--- config.mk ---
export PLATFORM = sky130hd
export DESIGN_NAME = alu_ctrl_fsm
export DESIGN_NICKNAME = d
export VERILOG_FILES = /design/src/rtl/alu_ctrl_fsm.sv
export SDC_FILE = /design/constraint.sdc
export NUM_CORES = 1
export LEC_CHECK = 0
export BUFFER_PORTS_ARGS = -buffer_cell sky130_fd_sc_hd__buf_2
export CAP_MARGIN = 0
export CORE_AREA = 2 2 60 62
export DETAILED_ROUTE_END_ITERATION = 10
export DIE_AREA = 0 0 62 64
export PLACE_DENSITY_LB_ADDON = 0.2
export SLEW_MARGIN = 30
export SYNTH_ARGS = -nofsm -noshare
export SYNTH_HDL_FRONTEND = slang
export SYNTH_SLANG_ARGS = --single-unit
--- constraint.sdc ---
create_clock -name clk -period 2.11 [get_ports clk]
set_input_delay 0.211 -clock clk [delete_from_list [all_inputs] [get_ports clk]]
set_output_delay 0.211 -clock clk [all_outputs]
set_load 0.005 [all_outputs]
--- src/rtl/alu_ctrl_fsm.sv ---
// alu_ctrl_fsm: multi-cycle RV32 subset control unit sequencing IF/ID/EX/MEM/WB.
module alu_ctrl_fsm #(
  parameter logic [4:0] OP_ADD  = 5'b00011,
  parameter logic [4:0] OP_SUB  = 5'b00100,
  parameter logic [4:0] OP_SLTI = 5'b01000,
  parameter logic [4:0] OP_JAL  = 5'b10000,
  parameter logic [4:0] OP_JALR = 5'b00000
) (
  input  logic        clk,
  input  logic        rst,
  input  logic [31:0] instr,
  input  logic        imem_rdy,
  input  logic        dmem_rdy,
  input  logic        zero,
  output logic        imem_req,
  output logic        ir_we,
  output logic [4:0]  alu_op,
  output logic        alu_src_a,
  output logic        alu_src_b,
  output logic        pc_we,
  output logic [1:0]  pc_src,
  output logic        reg_we,
  output logic [1:0]  wb_sel,
  output logic        mem_re,
  output logic        mem_we,
  output logic        illegal,
  output logic [2:0]  state
);
  localparam logic [2:0] S_IF = 3'd0, S_ID = 3'd1, S_EX = 3'd2, S_MEM = 3'd3, S_WB = 3'd4, S_HALT = 3'd7;
  localparam logic [2:0] C_R = 3'd0, C_I = 3'd1, C_LW = 3'd2, C_SW = 3'd3, C_BEQ = 3'd4, C_JAL = 3'd5, C_JALR = 3'd6;

  logic [2:0]  r_st, w_nst;
  logic [16:0] r_ir;
  logic [2:0]  r_cls, w_cls;
  logic [4:0]  r_op, w_op;
  logic        r_ill, w_ill;
  logic        w_jmp;
  logic [6:0]  w_opc, w_f7;
  logic [2:0]  w_f3;
  logic        w_unused;

  // only opcode/funct fields matter for control; register and immediate bits belong to the datapath
  assign w_unused = ^{instr[24:15], instr[11:7]};
  assign {w_f7, w_f3, w_opc} = r_ir;
  assign w_jmp = (r_cls == C_JAL) || (r_cls == C_JALR);
  assign illegal = r_ill;
  assign state = r_st;

  always_comb begin
    w_cls = C_R;
    w_op  = OP_ADD;
    w_ill = 1'b0;
    if (w_opc == 7'b0110011 && w_f3 == 3'b000 && w_f7 == 7'b0000000) begin
      w_cls = C_R; w_op = OP_ADD;
    end else if (w_opc == 7'b0110011 && w_f3 == 3'b000 && w_f7 == 7'b0100000) begin
      w_cls = C_R; w_op = OP_SUB;
    end else if (w_opc == 7'b0010011 && w_f3 == 3'b000) begin
      w_cls = C_I; w_op = OP_ADD;
    end else if (w_opc == 7'b0010011 && w_f3 == 3'b010) begin
      w_cls = C_I; w_op = OP_SLTI;
    end else if (w_opc == 7'b0000011 && w_f3 == 3'b010) begin
      w_cls = C_LW; w_op = OP_ADD;
    end else if (w_opc == 7'b0100011 && w_f3 == 3'b010) begin
      w_cls = C_SW; w_op = OP_ADD;
    end else if (w_opc == 7'b1100011 && w_f3 == 3'b000) begin
      w_cls = C_BEQ; w_op = OP_SUB;
    end else if (w_opc == 7'b1101111) begin
      w_cls = C_JAL; w_op = OP_JAL;
    end else if (w_opc == 7'b1100111 && w_f3 == 3'b000) begin
      w_cls = C_JALR; w_op = OP_JALR;
    end else begin
      w_ill = 1'b1;
    end
  end

  always_ff @(posedge clk or posedge rst)
    if (rst) r_st <= S_IF;
    else r_st <= w_nst;

  always_ff @(posedge clk or posedge rst)
    if (rst) begin
      r_ir  <= '0;
      r_cls <= C_R;
      r_op  <= '0;
      r_ill <= 1'b0;
    end else begin
      if (r_st == S_IF && imem_rdy) r_ir <= {instr[31:25], instr[14:12], instr[6:0]};
      if (r_st == S_ID) begin
        r_cls <= w_cls;
        r_op  <= w_op;
        r_ill <= r_ill | w_ill;
      end
    end

  always_comb begin
    w_nst = S_IF;
    case (r_st)
      S_IF:   w_nst = imem_rdy ? S_ID : S_IF;
      S_ID:   w_nst = w_ill ? S_HALT : S_EX;
      S_EX:   w_nst = (r_cls == C_R || r_cls == C_I) ? S_WB : (r_cls == C_LW || r_cls == C_SW) ? S_MEM : S_IF;
      S_MEM:  w_nst = !dmem_rdy ? S_MEM : (r_cls == C_LW) ? S_WB : S_IF;
      S_WB:   w_nst = S_IF;
      S_HALT: w_nst = S_HALT;
      default: w_nst = S_IF;
    endcase
  end

  // every output is forced idle while rst is high, since the state register clears asynchronously
  always_comb begin
    imem_req  = 1'b0;
    ir_we     = 1'b0;
    alu_op    = OP_ADD;
    alu_src_a = 1'b0;
    alu_src_b = 1'b0;
    pc_we     = 1'b0;
    pc_src    = 2'd0;
    reg_we    = 1'b0;
    wb_sel    = 2'd0;
    mem_re    = 1'b0;
    mem_we    = 1'b0;
    if (!rst)
      case (r_st)
        S_IF: begin
          imem_req = 1'b1;
          ir_we    = imem_rdy;
        end
        S_EX: begin
          alu_op    = r_op;
          alu_src_a = r_cls == C_JAL;
          alu_src_b = r_cls != C_R && r_cls != C_BEQ;
          reg_we    = w_jmp;
          wb_sel    = w_jmp ? 2'd2 : 2'd0;
          pc_we     = w_jmp || r_cls == C_BEQ;
          pc_src    = w_jmp ? 2'd2 : {1'b0, r_cls == C_BEQ && zero};
        end
        S_MEM: begin
          alu_op    = r_op;
          alu_src_b = 1'b1;
          mem_re    = r_cls == C_LW;
          mem_we    = r_cls == C_SW;
          pc_we     = r_cls == C_SW && dmem_rdy;
        end
        S_WB: begin
          reg_we = 1'b1;
          wb_sel = {1'b0, r_cls == C_LW};
          pc_we  = 1'b1;
        end
        default: ;
      endcase
  end
endmodule
==> impl_metrics.csv, run 1 <==
group,metric,value,unit
synth,synthCells,146,
min_path,hp-class,"primary input to flop",
floorplan,coreArea,0.003284,mm2
synth,yosysWarningCount,0,
floorplan,rows,21,
timing,rsz0062_at_grt,"no",
timing,fin_crit_sh,93.07,%
detailed_routing,drc_errors,0,
place,dpl_cell_area,0.001767,mm2
timing,fin_crit,1.964,ns
timing,fin_worst_skew,0.001697,ns
finish,finish.instance_area,0.001821,mm2
finish,nFillCells,319,
detailed_routing,avgRoutedWirePerCell,13.30,um
cts,cts_tree,"done",
synth,synth_edf_count,0,
global_routing,antenna_found_initial,0,
synth,ys_ff_latch,28,
floorplan,start_util,46.78,%
finish,multiInputGateArea,767.0,um2
global_routing,first_global_vias,1090,
detailed_routing,antenna_left,0,
detailed_routing,route.vias.total,1231,
worst_setup_path,r2r-start,"r_ir[4]",
floorplan,dieArea,0.003968,mm2
timing,maxSlewHeadroom,73.94,%
detailed_routing,via_per_inst,5.283,
synth,yosysTopAreaCell,"dfrtp_1",
status,outcome,"finished, final reports clean",
worst_setup_path,path_buf_inv,1,
worst_setup_path,crit_family,"simple AND/OR/NAND/NOR gates",
cts,cts.sinks,28,
place,port_buffers,42,
finish,fin_util,55.43,%
worst_setup_path,worstPathMaxFanout,10,
finish,nets,225,
worst_setup_path,r2r_end,"state[2]",
timing,tns,0,ns
min_path,hold_path_depth,2,
global_routing,grt_usage,16.19,%
floorplan,die_w,62,um
worst_setup_path,endpoint_kind,"output port",
worst_setup_path,cp.required,1.90,ns
worst_setup_path,worst_setup_path_start_kind,"flop",
power,power_density,449.9,mW/mm2
finish,drive_gt1_share,33.69,%
timing,max_slew.worst_pin.slew,0.3898,ns
detailed_routing,wl,3098,um
synth,ys_seq_area_share,45.60,%
synth,syn_area,0.001536,mm2
cts,clkTransAtPathRegs,0.14,ns
timing,hold-worst-slack,0.09760,ns
worst_setup_path,critPathArrivalTime,1.75,ns
cts,post_cts_buffers,0,
worst_setup_path,path_depth,4,
detailed_routing,dr.first_iter.drc_count,64,
floorplan,fp.dieH,64,um
power,leakagePower,0.9284,nW
finish,syn_to_final_growth,18.49,%
worst_setup_path,crit_end,"pc_src[0]",
worst_setup_path,critPathKind,"flop to output port",
power,power.total,0.8191,mW
worst_setup_path,cpPeakStageDelay,0.53,ns
min_path,min-delay-start,"instr[30]",
global_routing,grt.overflow.total,0,
job,drv_cap,0,
cts,clock_path_buffers,2,
worst_setup_path,r2r_slack,0.42,ns
synth,synth_area_leaders,"dfrtp_1 46%, mux2_1 9.5%, nand2_1 3.9%",
cts,cts_root_buf,"clkbuf_4",
worst_setup_path,path_cells,"nor2_1, nand4_1, nor4b_1, buf_2",
finish,seqCellArea,701.9,um2
global_routing,grt_max_degree,29,
timing,max_freq,509.2,MHz
finish,insertedDiodeCount,0,
timing,hold_viol,0,
worst_setup_path,ff2ff_path_depth,4,
synth,synthFlopType,"dfrtp_1",
synth,synth_cell_types,47,
cts,h-tree-depth,1,
synth,synth_top_area_share,45.60,%
place,gp_congestion,0.8103,
worst_setup_path,critPathSlowestCell,"dfrtp_1",
detailed_routing,firstDrtPassIters,4,
synth,synth_fp_nets,183,
timing,slew_viol_final,0,
cts,cts_buffers,3,
worst_setup_path,crit_start,"state[2]",
power,ir_drop,0.3483,mV
place,dp_hpwl,2380,um
synth,synth_area_per_cell,10.52,um2
floorplan,ios,58,
cts,clk_latency,0.31,ns
global_routing,grt_pass1_wl,4926,um
synth,synthArstFlopShare,100.0,%
timing,setup_viol,0,
[final cells by class]
class                      count  area share [%]
clock buffer                   4           1.993
sequential                    28           38.56
multi-input combinational    104           42.13
tap                           46           3.162
timing repair buffer          45           12.92
inverter                       6           1.237
[metrics by stage]
step | setup WS [ns] | cells
3_3_place_gp | 0.5198 | 228
3_5_place_dp | 0.4548 | 228
5_1_grt | 0.02001 | 233
4_1_cts | 0.07108 | 233
6_report | 0.1462 | 233
2_1_floorplan | 0.3835 | 146
[logic make-up (layout without fill, tap and decap cells)]
family | Yosys count | after routing | share of synthesized area (%)
buffers and inverters | 14 | 55 | 4.886
xor gates and xnor gates | 1 | 1 | 0.5701
muxes | 17 | 17 | 12.46
AOI/OAI and AO/OA | 22 | 22 | 9.366
DFF | 28 | 28 | 45.60
and+or+nand+nor | 64 | 64 | 27.12
[repair_timing]
action,CTS,global route
endpoints found under the setup margin,0,3
hold endpoints to repair,28,0
hold buffers,1,0
resized for setup,0,2
[per-layer routing]
metal  up-vias  part of all wire, %  GRT usage [%]
met2        41                   51          26.30
met5         -                    0              0
li1        617                    -              -
met4         0                 0.58          3.989
met3         2                  4.9          2.834
met1       571                   43          22.03
[worst min path at each step]
| stage | endpoint | slack (ns) |
|---|---|---|
| floorplan | illegal | 0.29 |
| global placement | state[2] | 0.35 |
| detailed placement | state[1] | 0.35 |
| CTS | r_ir[15] | 0.09 |
| global route | r_ir[7] | 0.08 |
| finish | r_ir[15] | 0.1 |
[cell usage after synthesis (2+ instances only)]
cell       instances
o21ai_1            3
nand3_1            2
buf_6              2
mux2_2             4
a21oi_1            2
nor3_2             2
nand2_1           16
and3_1             4
nor2_1             5
nor4b_1            2
nor2b_1            3
nand4_1            3
o2111ai_1          2
and2_1             4
a31oi_1            3
nor4_1             2
o21ai_0            6
nand2b_1           3
nor3b_1            2
mux2_1            13
buf_2              3
clkbuf_1           2
dfrtp_1           28
nor3_1             3
inv_1              5
[cell usage in the layout, fill, tap and decap left out, types with 4 or more instances in the layout]
cell	count
and2_1	4
and3_1	4
buf_2	42
dfrtp_1	27
inv_1	5
mux2_1	13
mux2_2	4
nand2_1	16
nor2_1	5
o21ai_0	6
[where the power goes]
part | internal [mW] | total, mW | switching (mW)
registers | 0.537 | 0.537 | 0
logic | 0.0165 | 0.0332 | 0.0167
clock network | 0.105 | 0.249 | 0.144
[registers in the layout (all words and copies together) (netlist names)]
register,flops
illegal,1
r_op,4
r_cls,3
r_ir,17
state,3
Note: power is estimated with default switching activity, not from simulation.
==> inputs of run 2 (changes only) <==
==> constraint.sdc (replaced) <==
create_clock -name clk -period 2.11 [get_ports clk]
set_input_delay 0.422 -clock clk [delete_from_list [all_inputs] [get_ports clk]]
set_output_delay 0.422 -clock clk [all_outputs]
set_load 0.005 [all_outputs]
==> impl_metrics.csv, run 2 (same netlist as run 1, synthesis figures left out) <==
group,metric,value,unit
status,outcome,"finished, final reports clean",
floorplan,die_w,62,um
worst_setup_path,r2r-start,"state[2]",
finish,layout_commonest_cell,"buf_2",
power,seqPwrFrac,59.0,%
worst_setup_path,r2r_end,"r_ir[11]",
finish,nFillCells,314,
timing,setup_viol,0,
place,port_buffers,42,
cts,clock_path_buffers,2,
worst_setup_path,worstPathMaxFanout,4,
timing,rsz0062_at_grt,"yes",
power,clock_power_share,37.4,%
finish,fin_cells,239,
worst_setup_path,critPathKind,"flop to output port",
cts,cts_tree,"done",
place,dp_hpwl,2431,um
detailed_routing,antenna_left,0,
global_routing,grt.overflow.total,0,
timing,slew_viol_final,0,
power,power.total,0.9095,mW
timing,max_freq,499.6,MHz
finish,final_cell_mix,"42 x buf_2, 26 x dfrtp_1, 16 x nand2_1, 13 x mux2_1, 8 x buf_4",
floorplan,fp.dieH,64,um
detailed_routing,route.vias.total,1272,
timing,max_slew.worst_pin.slew,0.3845,ns
timing,fin_crit_sh,94.86,%
floorplan,rows,21,
global_routing,first_global_vias,1222,
finish,fin_util,57.83,%
worst_setup_path,ff2ff_path_depth,7,
cts,clk_latency,0.31,ns
power,power_switching,0.1653,mW
finish,nets,231,
timing,maxSlewHeadroom,74.30,%
floorplan,coreArea,0.003284,mm2
cts,hold_buffers,0,
power,ir_drop,0.3626,mV
power,p_int,0.7442,mW
global_routing,grt_usage,17.01,%
global_routing,antenna_found_initial,0,
floorplan,ios,58,
timing,fin_crit,2.002,ns
place,dpl_cell_area,0.001778,mm2
detailed_routing,drc_errors,0,
finish,finish.instance_area,0.001899,mm2
finish,top_register,"r_ir",
cts,cts.sinks,28,
power,leakagePower,0.9595,nW
timing,fin_worst_skew,0.003772,ns
detailed_routing,firstDrtPassIters,4,
floorplan,start_util,46.78,%
worst_setup_path,r2r_slack,0.43,ns
power,p_sw_share,18.17,%
timing,hold_viol,0,
detailed_routing,via_per_inst,5.322,
finish,syn_to_final_growth,23.62,%
worst_setup_path,critPathArrivalTime,1.58,ns
cts,clkTransAtPathRegs,0.14,ns
detailed_routing,dr.first_iter.drc_count,53,
worst_setup_path,crit_end,"pc_we",
worst_setup_path,crit_start,"state[2]",
worst_setup_path,cp.required,1.69,ns
job,drv_cap,0,
finish,largest_reg_flops,17,
min_path,hp-class,"primary input to async pin",
global_routing,grt_max_degree,29,
cts,cts_buffers,3,
worst_setup_path,worst_setup_path_start_kind,"flop",
finish,drive_gt1_share,38.86,%
finish,top_regs,"r_ir: 17 flops, r_op: 4 flops",
power,combPwrFrac,3.6,%
detailed_routing,avgRoutedWirePerCell,13.34,um
power,power_density,478.8,mW/mm2
finish,insertedDiodeCount,0,
place,gp_congestion,0.8095,
worst_setup_path,endpoint_kind,"output port",
global_routing,grt_pass1_wl,5250,um
detailed_routing,wl,3188,um
cts,cts_root_buf,"clkbuf_4",
floorplan,dieArea,0.003968,mm2
cts,h-tree-depth,1,
place,dp_cells,229,
[run 2: how the worst min path moves through the flow]
stage,slack (ns),end,depth (start not counted),from
floorplan,0.33,illegal,1,rst
global placement,0.45,illegal,1,illegal
global route,0.22,r_ir[9],3,rst
finish,0.23,state[1],3,rst
detailed placement,0.47,illegal,1,illegal
CTS,0.21,r_cls[0],3,rst
[run 2: area by class of cell]
class	count	area, um2	area share, %
Sequential cell	28	703.2	37.02
Multi-Input combinational cell	104	778.2	40.97
Timing Repair Buffer	51	281.5	14.82
Clock buffer	3	22.52	1.186
Inverter	6	26.28	1.383
Clock inverter	1	30.03	1.581
Tap cell	46	57.56	3.030
[run 2: what timing repair did]
| action | in CTS | in global routing |
|---|---|---|
| resized for setup | 3 | 4 |
| setup endpoints to repair | 5 | 5 |
| pin swaps | 0 | 5 |
| buffers inserted | 4 | 2 |
[run 2: power groups by stage]
stage / registers (mW) / clock network (mW) / logic (mW)
final: 0.537 / 0.340 / 0.0329
after global routing: 0.537 / 0.380 / 0.0377
after CTS: 0.537 / 0.354 / 0.0336
after detailed placement: 0.547 / 0 / 0.0330
after global placement: 0.547 / 0 / 0.0316
after floorplan: 0.547 / 0 / 0.00909
[run 2: worst max-delay path, stage by stage (launching register included)]
cell and delay [ns]:
dfrtp_2 0.46, buf_6 0.13, and4b_1 0.28, and3_1 0.17, o21ai_0 0.07, nand2_1 0.06, buf_2 0.10
[run 2: layer usage]
metal	vias to the layer above	routed length [um]	GRT usage, %
met5	-	0	0
met4	0	27	5.585
met3	2	146	1.822
met2	38	1703	29.95
met1	608	1309	20.87
li1	624	-	-
[run 2: through the flow]
step                setup WS (ns)  hold slack [ns]  setup TNS [ns]
finish                     0.1085           0.2276               0
detailed placement         0.2945           0.4659               0
global placement           0.3293           0.4479               0
floorplan                  0.3305           0.3295               0
global route            -0.006068           0.2230       -0.006068
CTS                       0.02652           0.2121               0
==> inputs of run 3 (changes only) <==
--- a/config.mk
+++ b/config.mk
@@ -7,9 +7,10 @@
 export LEC_CHECK = 0
 export BUFFER_PORTS_ARGS = -buffer_cell sky130_fd_sc_hd__buf_2
 export CAP_MARGIN = 0
-export CORE_AREA = 2 2 60 62
+export CORE_AREA = 2 2 71 53
 export DETAILED_ROUTE_END_ITERATION = 10
-export DIE_AREA = 0 0 62 64
+export DIE_AREA = 0 0 73 55
+export MAX_ROUTING_LAYER = met4
 export PLACE_DENSITY_LB_ADDON = 0.2
 export SLEW_MARGIN = 30
 export SYNTH_ARGS = -nofsm -noshare
==> impl_metrics.csv, run 3 (same netlist as run 1, synthesis figures left out) <==
group,metric,value,unit
finish,top_register,"r_ir",
detailed_routing,avgRoutedWirePerCell,13.97,um
worst_setup_path,critPathArrivalTime,1.57,ns
worst_setup_path,ff2ff_path_depth,4,
worst_setup_path,critPathSlowestCell,"dfrtp_2",
cts,cts_tree,"done",
timing,fin_crit_sh,94.56,%
min_path,hp-class,"primary input to async pin",
cts,cts_root_buf,"clkbuf_8",
timing,fin_crit,1.995,ns
worst_setup_path,endpoint_kind,"output port",
finish,drive_gt1_share,36.17,%
floorplan,die_w,73,um
floorplan,coreArea,0.003356,mm2
worst_setup_path,crit_start,"state[2]",
detailed_routing,firstDrtPassIters,4,
finish,top_regs,"r_ir: 17 flops, r_op: 4 flops",
global_routing,first_global_vias,1159,
finish,fin_util,55.07,%
detailed_routing,wl,3185,um
timing,setup_viol,0,
worst_setup_path,worst_setup_path_start_kind,"flop",
worst_setup_path,r2r-start,"r_ir[13]",
cts,cts.sinks,28,
cts,h-tree-depth,1,
worst_setup_path,r2r_slack,0.52,ns
job,drv_cap,0,
cts,cts_buffers,3,
timing,max_freq,501.2,MHz
cts,clock_path_buffers,2,
finish,nets,226,
cts,clkTransAtPathRegs,0.09,ns
power,leakagePower,0.9384,nW
detailed_routing,drc_errors,0,
floorplan,ios,58,
detailed_routing,route.vias.total,1215,
worst_setup_path,path_cells,"nor2_1, nand4_1, nor4b_2, buf_2",
detailed_routing,antenna_left,0,
finish,final_cell_mix,"42 x buf_2, 26 x dfrtp_1, 16 x nand2_1, 13 x mux2_1, 6 x o21ai_0",
worst_setup_path,crit_end,"pc_src[0]",
timing,max_slew.worst_pin.slew,0.3784,ns
place,dp_hpwl,2452,um
worst_setup_path,crit_family,"simple AND/OR/NAND/NOR gates",
power,ir_drop,0.3921,mV
timing,hold_viol,0,
cts,clk_latency,0.27,ns
place,gp_congestion,0.8710,
timing,maxSlewHeadroom,74.70,%
place,port_buffers,42,
status,outcome,"finished, final reports clean",
detailed_routing,via_per_inst,5.329,
global_routing,grt_usage,17.69,%
worst_setup_path,cp.required,1.69,ns
timing,slew_viol_final,0,
global_routing,grt.overflow.total,0,
worst_setup_path,cpPeakStageDelay,0.48,ns
floorplan,dieArea,0.004015,mm2
worst_setup_path,path_depth,4,
finish,largest_reg_flops,17,
finish,insertedDiodeCount,0,
cts,hold_buffers,0,
finish,layout_commonest_cell,"buf_2",
floorplan,rows,18,
global_routing,grt_max_degree,29,
worst_setup_path,r2r_end,"state[2]",
finish,syn_to_final_growth,20.28,%
worst_setup_path,critPathKind,"flop to output port",
timing,fin_worst_skew,0.006535,ns
global_routing,grt_pass1_wl,5326,um
timing,tns,0,ns
detailed_routing,dr.first_iter.drc_count,64,
finish,nFillCells,304,
power,power_density,482.6,mW/mm2
worst_setup_path,path_buf_inv,1,
timing,rsz0062_at_grt,"no",
worst_setup_path,worstPathMaxFanout,10,
floorplan,fp.dieH,55,um
global_routing,antenna_found_initial,0,
floorplan,start_util,45.79,%
[run 3: per-layer routing]
metal / up-vias / global-route usage (%) / wire length, um
li1: 614 / - / -
met1: 564 / 23.12 / 1563
met2: 34 / 28.83 / 1468
met3: 3 / 3.986 / 144
met4: 0 / 3.395 / 8
met5: - / - / 0
[run 3: worst min-delay path, stage by stage]
cell,delay (ns)
buf_2,0.14
clkinvlp_4,0.07
buf_4,0.33
[run 3: worst min path at each step]
| stage | from | to | slack (ns) |
|---|---|---|---|
| 4_1_cts | rst | state[1] | 0.28 |
| 3_5_place_dp | illegal | illegal | 0.45 |
| 5_1_grt | rst | r_ir[8] | 0.30 |
| 6_report | rst | state[1] | 0.28 |
| 2_1_floorplan | rst | illegal | 0.33 |
| 3_3_place_gp | illegal | illegal | 0.45 |
[run 3: timing repair]
item / in CTS / in global routing
pin swaps: 0 / 2
setup endpoints to repair: 2 / 6
resized for setup: 1 / 3
buffers inserted: 0 / 1
[run 3: area by class of cell]
cell class                      instances  area [um2]  area share, %
Multi-Input combinational cell        104       773.2          41.84
Timing Repair Buffer                   46       240.2          13.00
Tap cell                               40       50.05          2.708
Sequential cell                        28       703.2          38.05
Inverter                                6       26.28          1.422
Clock buffer                            4       55.05          2.979
[run 3: per-stage QoR]
step	hold WS (ns)	instances	power (mW)	worst slack (ns)	cell area, um2
finish	0.2804	228	0.8919	0.1147	1848
floorplan	0.3295	146	0.5559	0.3305	1540
detailed placement	0.4496	223	0.5804	0.2889	1770
global route	0.3029	228	0.9359	0.008965	1848
global placement	0.4477	223	0.5786	0.3491	1770
CTS	0.2827	227	0.9075	0.03113	1832
[run 3: power breakdown]
group	total (mW)	switching (mW)	internal [mW]	leakage (nW)
clock	0.323	0.156	0.167	0.0288
combinational	0.0330	0.0174	0.0156	0.535
sequential	0.536	0	0.536	0.375
total	0.892	0.173	0.719	0.938
